==> src/rtl/register_file_sb.sv <==
// Register file with a hardwired-zero register, optional write-to-read
// bypass and a per-register busy scoreboard with a running busy count.
module register_file_sb #(
   parameter int WIDTH    = 64,
   parameter int DEPTH    = 32,
   parameter int ZERO_REG = DEPTH - 1,
   parameter int BYPASS   = 1,
   localparam int AW      = $clog2(DEPTH),
   localparam int CW      = $clog2(DEPTH + 1)
) (
   input  logic             clk,
   input  logic             reset_n,
   input  logic             write_enable,
   input  logic [AW-1:0]    write_addr,
   input  logic [WIDTH-1:0] write_data,
   input  logic [AW-1:0]    read_addr_1,
   input  logic [AW-1:0]    read_addr_2,
   output logic [WIDTH-1:0] read_data_1,
   output logic [WIDTH-1:0] read_data_2,
   input  logic             reserve_enable,
   input  logic [AW-1:0]    reserve_addr,
   output logic             busy_1,
   output logic             busy_2,
   output logic [CW-1:0]    busy_count
);

   localparam logic [AW-1:0] ZR = AW'(ZERO_REG);

   logic [DEPTH-1:0][WIDTH-1:0] regs_q;
   logic [DEPTH-1:0]            busy_q;
   logic [DEPTH-1:0]            busy_d;
   logic [CW-1:0]               cnt_q;
   logic [CW-1:0]               cnt_d;

   logic wr_ok;
   logic rs_ok;
   logic inc;
   logic dec;

   assign wr_ok = write_enable && (write_addr != ZR);
   assign rs_ok = reserve_enable && (reserve_addr != ZR);

   always_comb begin
      busy_d = busy_q;
      if (wr_ok) busy_d[write_addr] = 1'b0;
      if (rs_ok) busy_d[reserve_addr] = 1'b1;
      busy_d[ZR] = 1'b0;
   end

   // Count tracks popcount(busy) incrementally: a reserve of a free
   // register adds one, a release not overridden by a reserve removes one.
   always_comb begin
      inc   = rs_ok && !busy_q[reserve_addr];
      dec   = wr_ok && busy_q[write_addr]
              && !(rs_ok && (reserve_addr == write_addr));
      cnt_d = cnt_q;
      if (inc && !dec) cnt_d = cnt_q + CW'(1);
      if (dec && !inc) cnt_d = cnt_q - CW'(1);
   end

   always_ff @(posedge clk or negedge reset_n) begin
      if (!reset_n) begin
         regs_q <= '0;
         busy_q <= '0;
         cnt_q  <= '0;
      end else begin
         if (wr_ok) regs_q[write_addr] <= write_data;
         busy_q <= busy_d;
         cnt_q  <= cnt_d;
      end
   end

   logic hit_1;
   logic hit_2;

   assign hit_1 = (BYPASS != 0) && write_enable && (write_addr == read_addr_1);
   assign hit_2 = (BYPASS != 0) && write_enable && (write_addr == read_addr_2);

   always_comb begin
      read_data_1 = regs_q[read_addr_1];
      if (hit_1) read_data_1 = write_data;
      if (read_addr_1 == ZR) read_data_1 = '0;
   end

   always_comb begin
      read_data_2 = regs_q[read_addr_2];
      if (hit_2) read_data_2 = write_data;
      if (read_addr_2 == ZR) read_data_2 = '0;
   end

   // A bypassed writeback releases busy early unless it is re-reserved now.
   assign busy_1 = busy_q[read_addr_1] && (read_addr_1 != ZR)
                   && !(hit_1 && !(reserve_enable
                                   && (reserve_addr == read_addr_1)));
   assign busy_2 = busy_q[read_addr_2] && (read_addr_2 != ZR)
                   && !(hit_2 && !(reserve_enable
                                   && (reserve_addr == read_addr_2)));

   assign busy_count = cnt_q;

endmodule
==> config.mk <==
export PLATFORM = sky130hd
export DESIGN_NAME = register_file_sb
export DESIGN_NICKNAME = d
export VERILOG_FILES = /design/src/rtl/register_file_sb.sv
export SDC_FILE = /design/constraint.sdc
export NUM_CORES = 2
export LEC_CHECK = 0
export ABC_CLOCK_PERIOD_IN_PS = 4100
export CORE_MARGIN = 4
export CORE_UTILIZATION = 30
export CTS_CLUSTER_DIAMETER = 50
export DETAILED_ROUTE_END_ITERATION = 8
export GPL_TIMING_DRIVEN = 0
export PLACE_DENSITY = 0.57
export SLEW_MARGIN = 40
export SYNTH_ARGS = -nofsm -noshare
export SYNTH_HDL_FRONTEND = slang
export SYNTH_SLANG_ARGS = --single-unit
==> constraint.sdc <==
create_clock -name clk -period 4.1 [get_ports clk]
set_input_delay 1.23 -clock clk [delete_from_list [all_inputs] [get_ports clk]]
set_output_delay 1.23 -clock clk [all_outputs]
set_load 0.05 [all_outputs]
==> run metrics <==
status finished with violations; failing checks negative setup slack; GRT Util Overall 30.5%; I/O Buffers 216; first-pass GRT wire length 783000 um; DRT Wirelength 599000 um; largest buffer count on any clock path 4; Post-DP HPWL 401000 um; Setup crit start kind primary input; Overflow after GRT 0; Core Area 367000 um2; EDFF count, synth 0; vias in the first global route 85.7k; Hold-fix buffers, CTS 0; post-route ant nets 0; Cells after Synth 7163; setup slack after layout -0.584 ns; die height 616 um; CP max stage delay 0.52 ns; die area 379000 um2; cts bufs inserted 301; CTS Root Cell clkbuf_16; largest net degree at the start of global routing 117; H-tree Lvls 5; min-delay worst type primary input to async pin; Tot Pwr 73.3 mW; drt initial violations 11.7k; worst-margin pin slew 0.959 ns; TNS Setup -57.46 ns; Synth Cell Area 111000 um2; prevailing post-synth register cell dfrtp_1; Req. time, crit path 2.87 ns; top cell type by total area after synthesis dfrtp_1; Post-DP Area 123000 um2; #FFs+latches synth 2085; critical-path cell list buf_16 -> buf_12 -> buf_16 -> buf_4 -> mux4_2 -> o22ai_1 -> a211oi_1 -> a22o_2 -> buf_6; area grow syn2layout 32.4%; Final setup viols 130; f_max 0.213 GHz; post-synth top area share 47.1%; kind of critical path primary input to primary output; P per Cell Area 500 nW/um2; register area 52200 um2; Hold Fails Final Rpt 0; unique cell type count in the Yosys netlist 64; area of the multi-input gates 58100 um2; Via Count 85.4k; CTS sink count 2085; post-route cell area 147000 um2; Slew Limit Fails 0; Seq/Total Area, Yosys 47.1%; WP data arrival 3.45 ns; via density per instance 6.44; TritonCTS clock tree done; ys async rst share 100%; antenna violations before repair 70; Syn. warnings 0; # DRC 0; Die Width 616 um; placed insts 12.3k; Peak VDD IR 0.000355 V; syn avg cell area 15.5 um2; crit-path most repeated cell buf_16; clk_lat worst skew 0.93 ns; Net Count, Synth 7257; max_slew headroom 36.1%; layout cells sized above 1 56.8%; I/O pin cnt 224; Nets 8210; fillers 33.1k; Crit-path slowest cell mux4_2; Starting Density 30.2%; fin crit share 114%; GPL Wtd Cong 0.998; Final Util 40.0%; CP Capture Type primary output; RSZ-0062 raised after global routing yes; Max Cap Viol 0; synth top area cells dfrtp_1, mux4_2, mux2_2; post-route clock skew 0.0412 ns; clock-pin transition on the worst setup and hold timing paths 0.06 ns; CP Max Fanout 12; drt pass-1 iters 9; final worst path period need 4.68 ns; Pleak 62.0 nW; post-DR wirelength/cell 45.2 um; cell row count 222; Layout Cells excl Fill 13.3k
## cell usage in the layout (no fill, tap or decap), types with 73 or more instances in the layout
| master | count |
|---|---|
| mux2_1 | 525 |
| a22oi_2 | 154 |
| buf_4 | 168 |
| a22o_4 | 82 |
| clkbuf_8 | 105 |
| nand3_1 | 101 |
| diode_2 | 73 |
| clkbuf_1 | 299 |
| buf_8 | 110 |
| mux2i_1 | 92 |
| o22ai_1 | 73 |
| buf_16 | 214 |
| clkbuf_16 | 365 |
| buf_6 | 142 |
| mux2_2 | 1461 |
| buf_2 | 156 |
| dfrtp_1 | 2085 |
| buf_12 | 184 |
| a22oi_1 | 98 |
| mux4_2 | 1054 |
## state kept, by name, summed over array words and instances (netlist names)
| register | cells |
|---|---|
| regs_q | 2048 |
| busy_q | 31 |
| busy_count | 6 |
## kinds of logic after synthesis
| logic type | share of synthesized area [%] |
|---|---|
| simple gates | 1.40 |
| compound gates | 4.75 |
| mux | 42.9 |
| xor+xnor | 0.229 |
| buf+inv | 3.59 |
| flops | 47.1 |
| fa+ha+maj | 0.0745 |
## repair_timing
item / 4_1_cts / 5_1_grt
gates resized for setup: 2519 / 297
cloned: 55 / 17
pin swaps: 201 / 184
setup buffers: 202 / 55
endpoints found under the hold margin: 0 / 0
setup endpoints to repair: 136 / 225
## metrics by stage
step | hold WS (ns) | setup slack (ns)
finish | 0.249 | -0.584
global route | 0.279 | -0.538
CTS | 0.233 | -0.505
detailed placement | 0.462 | -3.35
global placement | 0.456 | -92.08
floorplan | 0.440 | -0.151
## cells in the mapped netlist (3+ instances only)
cell,instances
and3_1,6
nor4_1,3
nor3b_1,3
xor2_1,17
a31oi_1,4
dfrtp_1,2085
inv_1,5
a22o_1,135
xnor2_1,12
nor2_1,16
ha_1,5
o21ai_0,41
a22oi_1,252
buf_6,8
buf_1,42
nand3_1,134
nand3b_1,4
nand4_1,8
nand2_1,46
nor2b_1,12
mux4_2,1054
clkbuf_1,455
nor4b_1,4
buf_2,289
o22ai_1,130
buf_4,74
a211oi_1,125
mux2_1,525
nor3_1,3
and2_1,3
a32o_1,3
nand2b_1,3
mux2i_1,137
nor2_4,15
mux2_2,1461
a21oi_1,7
## final cells by class
| cell class | instances | area share (%) |
|---|---|---|
| clock buffer | 391 | 5.75 |
| sequential | 2085 | 35.6 |
| clock inverter | 165 | 1.51 |
| timing repair buffer | 659 | 7.33 |
| inverter | 6 | 0.0154 |
| tap | 4816 | 4.11 |
| buffer | 859 | 6.00 |
| antenna | 73 | 0.125 |
| multi-input combinational | 4204 | 39.6 |
## worst max-delay path: cells and delay by family
kind / cells / cell delay (ns)
compound gates: 3 / 0.57
buf+inv: 5 / 1.07
mux: 1 / 0.52
## final timing paths
path | startpoint | endpoint | slack (ns) | cells past startpoint
max in group asynchronous | reset_n | regs_q[567]$_DFFE_PN0P_ | 0.56 | 7
min in group clk | regs_q[1997]$_DFFE_PN0P_ | regs_q[1997]$_DFFE_PN0P_ | 0.47 | 1
min | reset_n | regs_q[2022]$_DFFE_PN0P_ | 0.25 | 1
max | read_addr_1[0] | read_data_1[40] | -0.58 | 9
min reg2reg | regs_q[1997]$_DFFE_PN0P_ | regs_q[1997]$_DFFE_PN0P_ | 0.47 | 1
max reg2reg | busy_q[12]$_DFF_PN0_ | busy_count[5]$_DFFE_PN0P_ | 0.60 | 11
## routing by layer
metal,GRT usage [%],wire (um),up-vias
li1,-,-,30300
met1,34.2,203000,45400
met2,42.5,246000,7155
met3,15.7,85600,2450
met4,26.3,63400,64
met5,0.871,879,-
## power breakdown
part | switching (mW) | internal, mW | total, mW
registers | 3.02 | 24.5 | 27.6
clock network | 11.0 | 16.9 | 27.9
logic | 8.58 | 9.27 | 17.8
(Power assumes the default switching activity.)
